===== src/rtl/readout_pkg.sv =====
// Shared constants, FSM encoding and read-tag layout for the package readout path.
// Combinational definitions only; no latency, no flow control.
package readout_pkg;

    localparam int DATA_W     = 16;
    localparam int ADDR_W     = 15;
    localparam int HALF_W     = 10;
    localparam int LEN_W      = HALF_W + 1;
    localparam int FIFO_DEPTH = 4;
    localparam int RD_LATENCY = 2;

    typedef enum logic {
        IDLE = 1'b0,
        READ = 1'b1
    } state_t;

    // One entry of the read-latency tag pipe: sel=1 picks odd_q.
    typedef struct packed {
        logic vld;
        logic sel;
        logic last;
    } tag_t;

endpackage


===== src/rtl/package_readout_if.sv =====
// Output word stream of the package readout: data plus last flag, valid/ready.
// Transfer happens on valid & ready; the master holds data/last stable while stalled.
interface package_readout_if
    import readout_pkg::*;
#(
    parameter int WIDTH = DATA_W
) ();

    logic [WIDTH-1:0] out_data;
    logic             out_valid;
    logic             out_ready;
    logic             out_last;

    modport master (output out_data, output out_valid, output out_last, input out_ready);
    modport slave  (input out_data, input out_valid, input out_last, output out_ready);

endinterface


===== src/rtl/readout_fifo.sv =====
// Small synchronous FIFO with occupancy output and synchronous flush; head shows 0 when empty.
// Zero-latency head (write visible next cycle); pushes while full are ignored, the caller's credit prevents them.
module readout_fifo
    import readout_pkg::*;
#(
    parameter int WIDTH = DATA_W + 1,
    parameter int DEPTH = FIFO_DEPTH
) (
    input  logic                     clk,
    input  logic                     flush,
    input  logic                     push_vld,
    input  logic [WIDTH-1:0]         push_dat,
    input  logic                     pop_rdy,
    output logic                     head_vld,
    output logic [WIDTH-1:0]         head_dat,
    output logic [$clog2(DEPTH):0]   occupancy
);

    localparam int AW = $clog2(DEPTH);

    logic [WIDTH-1:0] mem [DEPTH];
    logic [AW-1:0]    wr_ptr;
    logic [AW-1:0]    rd_ptr;
    logic [AW:0]      count;
    logic             do_push;
    logic             do_pop;

    assign do_push   = push_vld && (count != (AW+1)'(DEPTH));
    assign do_pop    = pop_rdy && (count != '0);
    assign head_vld  = (count != '0);
    assign head_dat  = head_vld ? mem[rd_ptr] : '0;
    assign occupancy = count;

    always_ff @(posedge clk) begin
        if (do_push && !flush) begin
            mem[wr_ptr] <= push_dat;
        end
    end

    always_ff @(posedge clk) begin
        if (flush) begin
            wr_ptr <= '0;
            rd_ptr <= '0;
            count  <= '0;
        end else begin
            if (do_push) begin
                wr_ptr <= wr_ptr + AW'(1);
            end
            if (do_pop) begin
                rd_ptr <= rd_ptr + AW'(1);
            end
            case ({do_push, do_pop})
                2'b10:   count <= count + (AW+1)'(1);
                2'b01:   count <= count - (AW+1)'(1);
                default: count <= count;
            endcase
        end
    end

endmodule


===== src/rtl/package_readout.sv =====
// Reads completed packages back from the even/odd memories in word order onto a valid/ready stream.
// Issue-to-out_valid is 3 cycles; reads stop once 4 words are buffered or in flight, so backpressure never drops data.
module package_readout
    import readout_pkg::*;
#(
    parameter int DATA_W = readout_pkg::DATA_W,
    parameter int ADDR_W = readout_pkg::ADDR_W,
    parameter int PEND_W = 8
) (
    input  logic                 clk,
    input  logic                 live_rising,
    input  logic                 complete,
    input  logic [HALF_W-1:0]    HALF_PACKAGE_LENGTH,
    input  logic [ADDR_W-1:0]    MEMORY_DEPTH,
    output logic [ADDR_W-1:0]    even_rd_addr,
    output logic [ADDR_W-1:0]    odd_rd_addr,
    input  logic [DATA_W-1:0]    even_q,
    input  logic [DATA_W-1:0]    odd_q,
    package_readout_if.master    out_if,
    output logic [PEND_W-1:0]    pending,
    output logic                 overflow
);

    state_t                    state_q, state_d;
    logic [LEN_W-1:0]          len_q, len_d;
    logic [LEN_W-1:0]          idx_q, idx_d;
    logic [ADDR_W-1:0]         even_ptr_q, odd_ptr_q;
    tag_t                      tag_a_q, tag_b_q, tag_new;
    logic                      issue;
    logic                      issue_last;
    logic                      pend_dec;
    logic [$clog2(FIFO_DEPTH):0] occupancy;
    logic [3:0]                outstanding;
    logic                      head_vld;
    logic [DATA_W:0]           head_dat;
    logic [DATA_W:0]           push_dat;
    logic [ADDR_W-1:0]         depth_last;

    assign even_rd_addr = even_ptr_q;
    assign odd_rd_addr  = odd_ptr_q;
    assign depth_last   = MEMORY_DEPTH - ADDR_W'(1);

    // Words in the FIFO plus reads whose data has not yet landed.
    assign outstanding = 4'(occupancy) + 4'(tag_a_q.vld) + 4'(tag_b_q.vld);

    always_comb begin
        state_d    = state_q;
        len_d      = len_q;
        idx_d      = idx_q;
        issue      = 1'b0;
        issue_last = 1'b0;
        pend_dec   = 1'b0;
        tag_new    = '0;
        case (state_q)
            IDLE: begin
                if (pending != '0) begin
                    len_d = {HALF_PACKAGE_LENGTH, 1'b0};
                    idx_d = '0;
                    if (HALF_PACKAGE_LENGTH == '0) begin
                        pend_dec = 1'b1;
                    end else begin
                        state_d = READ;
                    end
                end
            end
            READ: begin
                if (outstanding < 4'(FIFO_DEPTH)) begin
                    issue = 1'b1;
                    idx_d = idx_q + LEN_W'(1);
                    if (idx_q == len_q - LEN_W'(1)) begin
                        issue_last = 1'b1;
                        pend_dec   = 1'b1;
                        state_d    = IDLE;
                    end
                end
            end
            default: state_d = IDLE;
        endcase
        tag_new = '{vld: issue, sel: idx_q[0], last: issue_last};
    end

    always_ff @(posedge clk) begin
        if (live_rising) begin
            state_q    <= IDLE;
            len_q      <= '0;
            idx_q      <= '0;
            even_ptr_q <= '0;
            odd_ptr_q  <= '0;
            tag_a_q    <= '0;
            tag_b_q    <= '0;
            pending    <= '0;
            overflow   <= 1'b0;
        end else begin
            state_q <= state_d;
            len_q   <= len_d;
            idx_q   <= idx_d;
            tag_a_q <= tag_new;
            tag_b_q <= tag_a_q;
            if (issue && !idx_q[0]) begin
                even_ptr_q <= (even_ptr_q < depth_last) ? even_ptr_q + ADDR_W'(1) : '0;
            end
            if (issue && idx_q[0]) begin
                odd_ptr_q <= (odd_ptr_q < depth_last) ? odd_ptr_q + ADDR_W'(1) : '0;
            end
            // A complete and a package retirement in the same cycle cancel out.
            if (complete && !pend_dec) begin
                if (&pending) begin
                    overflow <= 1'b1;
                end else begin
                    pending <= pending + PEND_W'(1);
                end
            end else if (!complete && pend_dec) begin
                pending <= pending - PEND_W'(1);
            end
        end
    end

    assign push_dat = {tag_b_q.last, tag_b_q.sel ? odd_q : even_q};

    readout_fifo #(
        .WIDTH (DATA_W + 1),
        .DEPTH (FIFO_DEPTH)
    ) u_fifo (
        .clk       (clk),
        .flush     (live_rising),
        .push_vld  (tag_b_q.vld),
        .push_dat  (push_dat),
        .pop_rdy   (out_if.out_ready),
        .head_vld  (head_vld),
        .head_dat  (head_dat),
        .occupancy (occupancy)
    );

    assign out_if.out_valid = head_vld;
    assign out_if.out_data  = head_dat[DATA_W-1:0];
    assign out_if.out_last  = head_dat[DATA_W];

endmodule


===== src/flat_wrapper.sv =====
// flat-port wrapper written by rule: the top's interface ports become plain ports
module package_readout_flat import readout_pkg::*;
#(
    parameter int DATA_W = readout_pkg::DATA_W,
    parameter int ADDR_W = readout_pkg::ADDR_W,
    parameter int PEND_W = 8
)
  (clk, live_rising, complete, HALF_PACKAGE_LENGTH, MEMORY_DEPTH, even_rd_addr, odd_rd_addr, even_q, odd_q, pending, overflow, out_if_out_data, out_if_out_valid, out_if_out_last, out_if_out_ready);
  package_readout_if out_if_i ();
  input  logic clk;
  input  logic live_rising;
  input  logic complete;
  input  logic [HALF_W-1:0] HALF_PACKAGE_LENGTH;
  input  logic [ADDR_W-1:0] MEMORY_DEPTH;
  output logic [ADDR_W-1:0] even_rd_addr;
  output logic [ADDR_W-1:0] odd_rd_addr;
  input  logic [DATA_W-1:0] even_q;
  input  logic [DATA_W-1:0] odd_q;
  output logic [PEND_W-1:0] pending;
  output logic overflow;
  output wire logic [$bits(out_if_i.out_data)-1:0] out_if_out_data;
  output wire logic [$bits(out_if_i.out_valid)-1:0] out_if_out_valid;
  output wire logic [$bits(out_if_i.out_last)-1:0] out_if_out_last;
  input wire logic [$bits(out_if_i.out_ready)-1:0] out_if_out_ready;
  assign out_if_out_data = out_if_i.out_data;
  assign out_if_out_valid = out_if_i.out_valid;
  assign out_if_out_last = out_if_i.out_last;
  assign out_if_i.out_ready = out_if_out_ready;
  package_readout #(.DATA_W(DATA_W), .ADDR_W(ADDR_W), .PEND_W(PEND_W)) u_core (.clk(clk), .live_rising(live_rising), .complete(complete), .HALF_PACKAGE_LENGTH(HALF_PACKAGE_LENGTH), .MEMORY_DEPTH(MEMORY_DEPTH), .even_rd_addr(even_rd_addr), .odd_rd_addr(odd_rd_addr), .even_q(even_q), .odd_q(odd_q), .out_if(out_if_i), .pending(pending), .overflow(overflow));
endmodule

===== config.mk =====
export PLATFORM = sky130hd
export DESIGN_NAME = package_readout_flat
export DESIGN_NICKNAME = d
export VERILOG_FILES = /design/src/rtl/readout_pkg.sv /design/src/rtl/package_readout_if.sv /design/src/rtl/readout_fifo.sv /design/src/rtl/package_readout.sv /design/src/flat_wrapper.sv
export SDC_FILE = /design/constraint.sdc
export NUM_CORES = 1
export LEC_CHECK = 0
export BUFFER_PORTS_ARGS = -buffer_cell sky130_fd_sc_hd__buf_2
export CAP_MARGIN = 10
export CORE_MARGIN = 5
export CORE_UTILIZATION = 50
export CTS_BUF_LIST = sky130_fd_sc_hd__clkbuf_8
export DETAILED_ROUTE_END_ITERATION = 6
export GPL_TIMING_DRIVEN = 0
export PLACE_DENSITY = 0.72
export SLEW_MARGIN = 20
export SYNTH_ARGS = -nofsm -noshare
export SYNTH_HDL_FRONTEND = slang
export SYNTH_HIERARCHICAL = 1
export SYNTH_SLANG_ARGS = --single-unit

===== constraint.sdc =====
create_clock -name clk -period 4.53 [get_ports clk]
set_input_delay 0.453 -clock clk [delete_from_list [all_inputs] [get_ports clk]]
set_output_delay 0.453 -clock clk [all_outputs]
set_load 0.005 [all_outputs]

After elaboration in Yosys (flattened, before gate mapping):

Memory sizes are Yosys's and may differ from the RTL's. A register that Yosys moved wholly into a read port is not among the register bits.
Cells that the tools add are included.

* bitwise gates (word level): 1
* reduce and logical (&&, ||, !) cells: 22
* equality and inequality tests: 7
* mux-type cells: 27
* magnitude comparators: 3
* add/subtract/negate cells: 13

Operators by type and width (count)
* adder 15 x 1 -> 15 bit (second input constant): 2
* < comparator 15 bit: 2
* two-way mux 15 bit: 2
* two-way mux 8 bit: 3
* two-way mux 11 bit: 2
* case mux 11 bit (2 select lines): 1
* two-way mux 17 bit: 1
* two-way mux 16 bit: 1
* subtractor 15 x 1 -> 15 bit (second input constant): 1
* two-way mux 1 bit: 12
* adder 11 x 1 -> 11 bit (second input constant): 1
* == test 11 bit: 1
* subtractor 11 x 1 -> 11 bit (second input constant): 1
* zero test 10 bit: 1
* AND reduction 9 bit: 1
* adder 8 x 1 -> 8 bit (second input constant): 1
* AND reduction 8 bit: 1
* nonzero test 8 bit: 1
* subtractor 8 x 1 -> 8 bit (second input constant): 1
* logical AND 1 bit: 7
* case mux 3 bit (2 select lines): 1
* AND reduction 2 bit: 3
* adder 2 x 1 -> 2 bit (second input constant): 2
* adder 3 x 1 -> 4 bit: 1
* 16 further kinds: 23

* bits in writable memories: 68
* register bits: 74
* input port bits: 61
* memories: 1

Memories
* u_core.u_fifo.mem: depth 4, width 17, read ports 1, clocked after Yosys merged registers in 1, wr ports 1, line readout_fifo.sv:21 `logic [WIDTH-1:0] mem [DEPTH];`

Depth between registers and ports, before layout:

Gate-level depths: netlist (run 1).

* word-level depth: 9
* mapped depth: 18

Cells and area by module:

Netlist (run 1), hierarchy kept.

By module, submodules not included
* package_readout: instances 1, cells an instance 523, area an instance 4503.1 sq um, sequential area each 1341.3 sq um
* readout_fifo: instances 1, cells an instance 162, area an instance 3110.5 sq um, sequential area each 2222.1 sq um

Worst setup path before layout (run 1):

OpenSTA, ideal clock, no wires.

* kind: register -> register
* start: register u_core.len_q[1]
* end: register u_core.pending[7]
* setup time: 67 ps
* path slack: 588 ps
* arrival time: 3875 ps
* data required time: 4463 ps
* stages on the path, launching flop included: 18
* buffers on the path: 2
* clock period less this slack: 3942 ps
* cells stage by stage: dfxtp_1 > clkbuf_1 > inv_1 > ha_1 > buf_4 > or4b_4 > o2111ai_2 > o31ai_1 > o2111a_2 > or3_1 > ha_1 > a21oi_1 > a21boi_0 > o21a_1 > o41ai_1 > or4_4 > a21o_1 > a21oi_2

* longest elaborated chain between the ends: 9
* elaborated cells on any way between the ends: 12

RTL lines
* start, declared: line package_readout.sv:25 `logic [LEN_W-1:0] len_q, len_d;`
* start signal, assigned: line package_readout.sv:95 `len_q <= len_d;`
* subtractor 11 x 1 -> 11 bit *: line package_readout.sv:70 `if (idx_q == len_q - LEN_W'(1)) begin`
* == test 11 bit *: line package_readout.sv:70
* two-way mux 1 bit *: line package_readout.sv:70
* two-way mux 1 bit *: line package_readout.sv:67 `if (outstanding < 4'(FIFO_DEPTH)) begin`
* case mux 1 bit (2 select lines) *: line package_readout.sv:54 `case (state_q)`
* zero test 1 bit: line package_readout.sv:106 `if (complete && !pend_dec) begin`
* logical AND 1 bit: line package_readout.sv:106
* != test 2 bit (no line) or nonzero test 2 bit (tied branches)
* AND reduction 2 bit (no line)
* end signal, assigned: line package_readout.sv:110 `pending <= pending + PEND_W'(1);`
* end signal, assigned: line package_readout.sv:113 `pending <= pending - PEND_W'(1);`
* end, declared: line package_readout.sv:20 `output logic [PEND_W-1:0] pending,`

Every way passes the cells marked *; elsewhere a longest branch is shown, timed or not.
A chain may end at the register's enable or synchronous reset.

Worst setup path in the final report (run 1):

Ends and elaborated chain as after synthesis.

==> results of run 1 <==
==> path summary, 6_finish.rpt <==
| check | start | slack (ns) | cells past startpoint | to |
|---|---|---|---|---|
| min | HALF_PACKAGE_LENGTH[6] | 0.28 | 3 | u_core/len_q[7] |
| min reg2reg | u_core/tag_a_q[0] | 0.44 | 1 | u_core/push_dat[16] |
| max reg2reg | u_core/len_q[1] | 0.33 | 17 | u_core/pending[7] |
| max | u_core/len_q[1] | 0.33 | 17 | u_core/pending[7] |
==> per-stage QoR <==
step	cell area (um2)	cells	setup slack [ns]
2_1_floorplan	7610	685	0.588
3_3_place_gp	8430	990	0.183
3_5_place_dp	8520	998	0.0550
4_1_cts	8870	1029	0.0226
5_1_grt	8890	1029	0.121
6_report	8890	1029	0.327
==> layout by cell type (no fill, tap or decap), drive strengths merged, types with 24 or more instances in the layout <==
cell,n
buf,133
dfxtp,76
edfxtp,68
nor2,64
ha,46
xnor2,41
nand2,33
inv,33
clkbuf,27
a21oi,25
xor2,24
nor2b,24
==> state kept, by name, summed over array words and instances, names as in the netlist, named ones only <==
| name | flops |
|---|---|
| u_core/u_fifo/mem | 68 |
| u_core/even_rd_addr | 15 |
| u_core/odd_rd_addr | 15 |
| u_core/idx_q | 11 |
| u_core/len_q | 10 |
| u_core/pending | 8 |
| u_core/tag_a_q | 3 |
| u_core/u_fifo/occupancy | 3 |
| u_core/tag_b_q | 2 |
| u_core/u_fifo/rd_ptr | 2 |
| u_core/u_fifo/wr_ptr | 2 |
| u_core/overflow | 1 |
| u_core/push_dat | 1 |
| u_core/state_q | 1 |
==> routing by layer <==
| layer | part of all wire (%) | vias up | track usage, % |
|---|---|---|---|
| met4 | 1.5 | 0 | 6.00 |
| met5 | 0 | - | 0 |
| li1 | - | 2787 | - |
| met3 | 4.7 | 24 | 4.31 |
| met2 | 51 | 161 | 33.2 |
| met1 | 43 | 2755 | 23.6 |
==> where the power goes <==
group / total, mW / leakage, nW / switching, mW / internal (mW)
sequential: 1.48 / 1.23 / 0.0633 / 1.42
combinational: 0.780 / 2.24 / 0.398 / 0.382
clock: 0.909 / 0.177 / 0.481 / 0.429
total: 3.17 / 3.64 / 0.942 / 2.23
==> layout make-up <==
cell class                 instances  area [um2]  area share, %
buffer                            18         100           1.13
clock buffer                      17         234           2.63
clock inverter                    14         116           1.31
tap                              188         235           2.65
timing repair buffer             125         649           7.31
multi-input combinational        493        3880           43.6
inverter                          30         113           1.27
sequential                       144        3560           40.1
==> critical path: stages, from the launching register on <==
cell and delay, ns:
sky130_fd_sc_hd__dfxtp_1 0.30, sky130_fd_sc_hd__clkbuf_1 0.18, sky130_fd_sc_hd__inv_1 0.13, sky130_fd_sc_hd__ha_1 0.16, sky130_fd_sc_hd__buf_4 0.15, sky130_fd_sc_hd__or4b_4 0.51, sky130_fd_sc_hd__o2111ai_2 0.18, sky130_fd_sc_hd__o31ai_1 0.10
sky130_fd_sc_hd__o2111a_2 0.34, sky130_fd_sc_hd__or3_4 0.42, sky130_fd_sc_hd__ha_1 0.34, sky130_fd_sc_hd__a21oi_1 0.19, sky130_fd_sc_hd__a21boi_1 0.12, sky130_fd_sc_hd__o21a_1 0.20, sky130_fd_sc_hd__o41ai_2 0.31, sky130_fd_sc_hd__o211ai_1 0.18
sky130_fd_sc_hd__a21o_1 0.21, sky130_fd_sc_hd__a21oi_2 0.11
==> repair_timing <==
item,in CTS,in global routing
gates resized for setup,0,4
setup endpoints to repair,0,1
endpoints found under the hold margin,0,0
==> cell families (layout without fill, tap and decap cells) <==
| logic type | after synthesis | count (layout) | synth area share, % |
|---|---|---|---|
| and+or+nand+nor | 243 | 243 | 17.2 |
| DFF | 144 | 144 | 46.8 |
| AOI/OAI and AO/OA | 92 | 92 | 8.35 |
| xor gates and xnor gates | 65 | 65 | 7.48 |
| adders and majority gates | 48 | 48 | 8.09 |
| buffers and inverters | 48 | 204 | 2.79 |
| muxes | 45 | 45 | 9.33 |
==> impl_metrics.yaml, run 1 <==
status:
  run_status: "completed"
synth:
  ys_top_cells_by_area: "sky130_fd_sc_hd__edfxtp_1 27%, sky130_fd_sc_hd__dfxtp_1 20%, sky130_fd_sc_hd__ha_1 7.6%"
  synth_nets: 794
  synth_top_flop_cell: "sky130_fd_sc_hd__dfxtp_1"
  post_synth_inst_count: 685
  post_synth_most_frequent_cells: "76 x sky130_fd_sc_hd__dfxtp_1, 68 x sky130_fd_sc_hd__edfxtp_1, 64 x sky130_fd_sc_hd__nor2_1"
  yosysSeqAreaShare_pct: 46.8
  combined_area_of_all_synthesized_cells_um2: 7610
  synth_largest_type_area_fraction_pct: 26.8
  synth-warning-count: 6
  synth_cell_types: 65
  postSynthRegisterBits: 144
  synth_area_per_cell_um2: 11.1
  synth-async-reset-ratio_pct: 0
  yosys.cell_count.top_type: "sky130_fd_sc_hd__dfxtp_1"
  synth-edff-count: 68
  yosysTopAreaCell: "sky130_fd_sc_hd__edfxtp_1"
sta:
  timing.final.hold_violations: 0
  achievable-frequency_ghz: 0.238
  slew_headroom_pct: 59.2
  report.final.slew_viol_count: 0
  fin_tns_setup_ns: 0
  fin_crit_ns: 4.20
  worst_hold_slack_ns: 0.281
  worst_pin_slew_ns: 0.613
  setup_viol: 0
  final_clock_skew_ns: 0.00582
  grt_setup_unrepaired: "no"
  post-route-period-util_pct: 92.8
critical_path:
  timing.critical_path.fanout_max: 9
  setup.worst_path.class: "flip-flop to flip-flop"
  worst_setup_path_start_kind: "flip-flop"
  end_kind: "flip-flop"
  worstPathArrival_ns: 4.56
  timing.critical_path.required_ns: 4.89
route:
  via_count: 5727
  detail_route.first_pass.iterations: 5
  drt_first_iter_violations: 313
  route.detailed.drc: 0
  ant_nets: 0
  routed_via_density: 5.57
  drt-total-wl_um: 16900
  wl_per_cell_um: 16.4
power_and_ir_drop:
  vdd_drop_max_v: 0.000195
  p_total_mw: 3.17
  leakage_nw: 3.64
  power-per-cell-area_nw_per_um2: 356
floorplan:
  rows: 45
  floorplan.initialDensity_pct: 50.5
  die_y_um: 133
  die_area_um2: 17800
  die_width_um: 133
  num_io_pins: 118
  coreArea_um2: 15100
clocking:
  clkTransAtPathRegs_ns: 0.08
  post_cts_buffers: 0
  clock-sinks: 144
  clock_tree_from_tritoncts: "done"
  cts_made_buffers: 17
  max-clock-path-buffers: 2
  clock_root_buffer: "sky130_fd_sc_hd__clkbuf_8"
  htree_num_levels: 4
  clk-insertion-delay-late_ns: 0.43
  cts-hold-fix-buffers: 0
final_layout:
  n_fill_cell: 1258
  insertedDiodeCount: 0
  finalCoreUtilization_pct: 58.9
  area_growth_syn_to_layout_pct: 16.7
  drive_above_1_share_pct: 24.6
  layout.nets: 938
grt:
  global_route.usage.total_pct: 19.1
  globalRoute.totalOverflow: 0
  grt_start_max_net_pins: 17
  antenna_found_initial: 0
  wire_length_of_the_first_global_routing_pass_um: 27800
  first_global_vias: 5717
placement:
  dp.final_hpwl_um: 12800
  gp_routability_congestion: 0.960
  port-buffer-count: 117
job:
  timing.max_cap.violations: 0
worst_hold_path:
  worst_hold_path_type: "primary input to flip-flop"
No activity file was read; power rests on OpenSTA's default activity.
==> run 2: changes to the inputs <==
Settings changed: CORE_ASPECT_RATIO from default to 0.7, SKIP_CTS_REPAIR_TIMING from default to 1, SLEW_MARGIN 20 to 25.
==> run 2 against run 1 <==
- total power grew 8.3%
- flip-flop and latch count stayed put
- largest power group unchanged
- largest cell class unchanged
- maximum frequency shrank 2.0%
- sequential share of layout area down 0.51 points
==> impl_metrics.yaml, run 2 (synthesis results as in run 1) <==
final_layout:
  area_growth_syn_to_layout_pct: 18.2
  mostFrequentLayoutCells: "121 x sky130_fd_sc_hd__buf_2, 76 x sky130_fd_sc_hd__dfxtp_1, 68 x sky130_fd_sc_hd__edfxtp_1"
  insertedDiodeCount: 0
  max_flop_register: "u_core/u_fifo/mem"
  finalCoreUtilization_pct: 60.8
  n_fill_cell: 1186
  most_common_cell_after_layout_fill_and_taps_aside: "sky130_fd_sc_hd__buf_2"
  drive_above_1_share_pct: 25.2
  layout.nets: 938
  largest_register_ff_count: 68
  post_layout_nonfiller_instances: 1037
worst_hold_path:
  hold-path-cell-count: 3
  min_delay_worst_endpoint: "u_core/len_q[2]"
  hp-start: "HALF_PACKAGE_LENGTH[1]"
  worst_hold_path_type: "primary input to flip-flop"
sta:
  achievable-frequency_ghz: 0.233
  setup_viol: 0
  report.final.slew_viol_count: 0
  timing.final.hold_violations: 0
  worst_pin_slew_ns: 0.646
  post-route-period-util_pct: 94.7
  worst_hold_slack_ns: 0.262
  slew_headroom_pct: 57.0
  fin_crit_ns: 4.29
  final_clock_skew_ns: 0.00977
critical_path:
  worst_setup_path_start_kind: "flip-flop"
  reg2reg_to: "u_core/pending[7]"
  setup.worst_path.class: "flip-flop to flip-flop"
  cp_common_cell: "sky130_fd_sc_hd__ha_1"
  ff2ff_setup_slack_ns: 0.24
  worstPathArrival_ns: 4.67
  timing.critical_path.fanout_max: 9
  end_kind: "flip-flop"
  timing.critical_path.cells: "clkbuf_1, inv_1, ha_1, buf_4, or4b_4, o2111ai_2, o31ai_1, o2111a_2, or3_4, ha_1, a21oi_1, a21boi_0, o21a_1, o41ai_2, or4_4, a21o_1, a21oi_2"
  timing.rr.start: "u_core/len_q[1]"
  rr_worst_depth: 17
  cp_slowest_cell: "sky130_fd_sc_hd__or4b_4"
  timing.critical_path.required_ns: 4.91
  worst_path_largest_cell_delay_ns: 0.51
route:
  routed_via_density: 5.50
  ant_nets: 0
  wl_per_cell_um: 16.5
  drt_first_iter_violations: 311
  route.detailed.drc: 0
  via_count: 5705
  drt-total-wl_um: 17100
  detail_route.first_pass.iterations: 5
floorplan:
  rows: 37
  die_y_um: 113
  die_width_um: 157
  num_io_pins: 118
  coreArea_um2: 14800
  die_area_um2: 17800
  floorplan.initialDensity_pct: 51.4
clocking:
  clock_root_buffer: "sky130_fd_sc_hd__clkbuf_8"
  max-clock-path-buffers: 2
  clk-insertion-delay-late_ns: 0.45
  clock-sinks: 144
  clock_tree_from_tritoncts: "done"
  clkTransAtPathRegs_ns: 0.09
  cts_made_buffers: 17
  htree_num_levels: 4
grt:
  grt_start_max_net_pins: 17
  global_route.usage.total_pct: 19.6
  wire_length_of_the_first_global_routing_pass_um: 27900
  first_global_vias: 5617
  antenna_found_initial: 0
  globalRoute.totalOverflow: 0
power_and_ir_drop:
  vdd_drop_max_v: 0.000229
  power-per-cell-area_nw_per_um2: 381
  p_total_mw: 3.43
  leakage_nw: 3.70
placement:
  port-buffer-count: 117
  gp_routability_congestion: 0.825
  dp.final_hpwl_um: 13100
  place_inst: 1005
status:
  run_status: "completed"
job:
  timing.max_cap.violations: 0
-- run 2: stage by stage --
step                      setup slack [ns]  setup TNS, ns  instance area (um2)
after global routing              -0.00955       -0.00955                 9000
after detailed placement             0.154              0                 8520
final                                0.240              0                 9000
after global placement               0.179              0                 8440
after floorplan                      0.588              0                 7610
after CTS                            0.106              0                 8980
-- run 2: critical path, delay by kind of cell, from the launching register on --
kind | cells | cell delay, ns
and+or+nand+nor | 3 | 1.36
buffers and inverters | 3 | 0.46
adders and majority gates | 2 | 0.50
AOI/OAI and AO/OA | 9 | 1.61
DFF | 1 | 0.30
-- run 2: worst max-delay path by stage --
stage / slack (ns) / from / cells after the start / endpoint
6_report: 0.24 / u_core/len_q[1] / 17 / u_core/pending[7]
2_1_floorplan: 0.59 / u_core/len_q[1] / 17 / u_core/pending[7]
5_1_grt: -0.01 / u_core/len_q[1] / 17 / u_core/pending[7]
3_5_place_dp: 0.15 / u_core/u_fifo/occupancy[0] / 14 / u_core/pending[7]
4_1_cts: 0.11 / u_core/len_q[1] / 17 / u_core/pending[7]
3_3_place_gp: 0.18 / u_core/u_fifo/occupancy[0] / 14 / u_core/pending[7]
-- run 2: layout make-up --
cell class	count	area (um2)	area share (%)
buffer	18	100	1.11
multi-input combinational	493	3880	43.1
clock buffer	17	234	2.60
sequential	144	3560	39.6
inverter	30	113	1.25
tap	195	244	2.71
clock inverter	15	225	2.50
timing repair buffer	125	646	7.17
-- run 2: layer usage --
metal | vias to the layer above | share of wire (%) | GRT usage, % | wire [um]
li1 | 2799 | - | - | -
met1 | 2742 | 49 | 27.8 | 8300
met2 | 153 | 45 | 30.6 | 7740
met3 | 11 | 5.3 | 4.97 | 906
met4 | 0 | 0.76 | 3.90 | 130
met5 | - | 0 | 0 | 0
-- run 2: power breakdown --
part | switching, mW | internal [mW] | total (mW)
clock network | 0.534 | 0.623 | 1.16
logic | 0.411 | 0.380 | 0.791
registers | 0.0674 | 1.42 | 1.48
==> run 3: changes to the inputs <==
Clock period 4.53 ns to 5.3 ns, I/O delays scaled along.
==> run 3 against run 2 <==
- register-to-register slack better by 0.62 ns
- hold slack improved by 0.077 ns
- die area is the same
- final area is 0.22% lower
- maximum frequency fell by 3.4%
- sequential power down 14%
==> impl_metrics.yaml, run 3 (synthesis results as in run 1) <==
status:
  run_status: "completed"
clocking:
  max-clock-path-buffers: 2
  cts_made_buffers: 17
  clock-sinks: 144
  clock_tree_from_tritoncts: "done"
  htree_num_levels: 4
  clock_root_buffer: "sky130_fd_sc_hd__clkbuf_8"
  clkTransAtPathRegs_ns: 0.09
  clk-insertion-delay-late_ns: 0.45
floorplan:
  die_y_um: 113
  rows: 37
  coreArea_um2: 14800
  num_io_pins: 118
  die_area_um2: 17800
  floorplan.initialDensity_pct: 51.4
  die_width_um: 157
critical_path:
  worst_path_largest_cell_delay_ns: 0.51
  reg2reg_to: "u_core/pending[7]"
  critical_path.top_delay_family: "compound AO/OA/AOI/OAI gates"
  cp_slowest_cell: "sky130_fd_sc_hd__or4b_4"
  end_kind: "flip-flop"
  timing.critical_path.fanout_max: 9
  count_of_buffering_cells_on_the_critical_path_with_inverters_included: 3
  rr_worst_depth: 17
  timing.rr.start: "u_core/len_q[1]"
  timing.critical_path.required_ns: 5.68
  worstPathArrival_ns: 4.82
  setup.worst_path.class: "flip-flop to flip-flop"
  worst_setup_path_start_kind: "flip-flop"
  cp_common_cell: "sky130_fd_sc_hd__ha_1"
  ff2ff_setup_slack_ns: 0.86
  timing.critical_path.cells: "clkbuf_1, inv_1, ha_1, buf_4, or4b_4, o2111ai_2, o31ai_1, o2111a_2, or3_1, ha_1, a21oi_1, a21boi_0, o21a_1, o41ai_1, o211ai_1, a21o_1, a21oi_2"
grt:
  busiest_layer: "met2"
  wire_length_of_the_first_global_routing_pass_um: 27900
  antenna_found_initial: 0
  grt_use_met2_pct: 30.6
  grt.met1_usage_pct: 27.8
  grt_start_max_net_pins: 17
  globalRoute.totalOverflow: 0
  first_global_vias: 5617
  global_route.usage.total_pct: 19.6
  global_route.usage.met3_pct: 4.97
power_and_ir_drop:
  vdd_drop_max_v: 0.000196
  power-per-cell-area_nw_per_um2: 326
  leakage_nw: 3.69
sta:
  fin_crit_ns: 4.44
  setup_viol: 0
  worst_pin_slew_ns: 0.770
  slew_headroom_pct: 48.5
  grt_setup_unrepaired: "no"
  report.final.slew_viol_count: 0
  timing.final.hold_violations: 0
  fin_tns_setup_ns: 0
  final_clock_skew_ns: 0.00863
  achievable-frequency_ghz: 0.225
  post-route-period-util_pct: 83.8
placement:
  port-buffer-count: 117
  place_inst: 1005
  dp.final_hpwl_um: 13100
  gp_routability_congestion: 0.825
final_layout:
  largest_register_ff_count: 68
  area_growth_syn_to_layout_pct: 18.0
  most_common_cell_after_layout_fill_and_taps_aside: "sky130_fd_sc_hd__buf_2"
  max_flop_register: "u_core/u_fifo/mem"
  post_layout_nonfiller_instances: 1037
  n_fill_cell: 1187
  multi_input_comb_area_um2: 3860
  layout.nets: 938
  mostFrequentLayoutCells: "121 x sky130_fd_sc_hd__buf_2, 76 x sky130_fd_sc_hd__dfxtp_1, 68 x sky130_fd_sc_hd__edfxtp_1"
  seq_area_um2: 3560
  drive_above_1_share_pct: 24.9
  insertedDiodeCount: 0
job:
  timing.max_cap.violations: 0
route:
  drt_first_iter_violations: 306
  wl_per_cell_um: 16.4
  routed_via_density: 5.49
  route.detailed.drc: 0
  ant_nets: 0
  drt-total-wl_um: 17000
  detail_route.first_pass.iterations: 4
  via_count: 5692
worst_hold_path:
  hold-path-cell-count: 3
  min_delay_worst_endpoint: "u_core/len_q[2]"
  hp-start: "HALF_PACKAGE_LENGTH[1]"
  worst_hold_path_type: "primary input to flip-flop"
## run 3: power breakdown
group,internal (mW),switching [mW]
clock network,0.533,0.457
logic,0.323,0.348
registers,1.21,0.0565
## run 3: per-layer routing
layer	wire (um)	vias to the layer above
li1	-	2801
met1	8260	2732
met2	7680	152
met3	938	7
met4	112	0
met5	0	-
## run 3: worst max-delay path by stage
stage | cells after the start | start | endpoint | slack (ns)
floorplan | 17 | u_core/len_q[1] | u_core/pending[7] | 1.36
global placement | 14 | u_core/u_fifo/occupancy[0] | u_core/pending[7] | 0.95
detailed placement | 14 | u_core/u_fifo/occupancy[0] | u_core/pending[7] | 0.92
CTS | 17 | u_core/len_q[1] | u_core/pending[7] | 0.88
global route | 14 | u_core/u_fifo/occupancy[0] | u_core/pending[7] | 0.55
finish | 17 | u_core/len_q[1] | u_core/pending[7] | 0.86
## run 3: layout make-up
class / instances / area share, %
plain buffers: 18 / 1.11
flip-flops and latches: 144 / 39.7
clock buffers: 17 / 2.60
well taps: 195 / 2.72
multi-input cells: 493 / 42.9
repair buffers: 125 / 7.19
clock inverters: 15 / 2.51
inverters: 30 / 1.25
## run 3: per-stage QoR
step	util [%]	hold slack (ns)	total power, mW	worst slack (ns)	cell area, um2
2_1_floorplan	-	0.414	1.75	1.36	7610
3_3_place_gp	57.0	0.423	1.93	0.949	8440
3_5_place_dp	57.5	0.427	1.97	0.924	8520
4_1_cts	60.6	0.315	2.95	0.876	8980
5_1_grt	60.6	0.332	3.09	0.552	8980
6_report	60.6	0.339	2.93	0.861	8980
## run 3: tightest hold or removal path, stage by stage
cell	delay, ns
sky130_fd_sc_hd__buf_2	0.09
sky130_fd_sc_hd__a21oi_1	0.06
sky130_fd_sc_hd__nor2_1	0.07
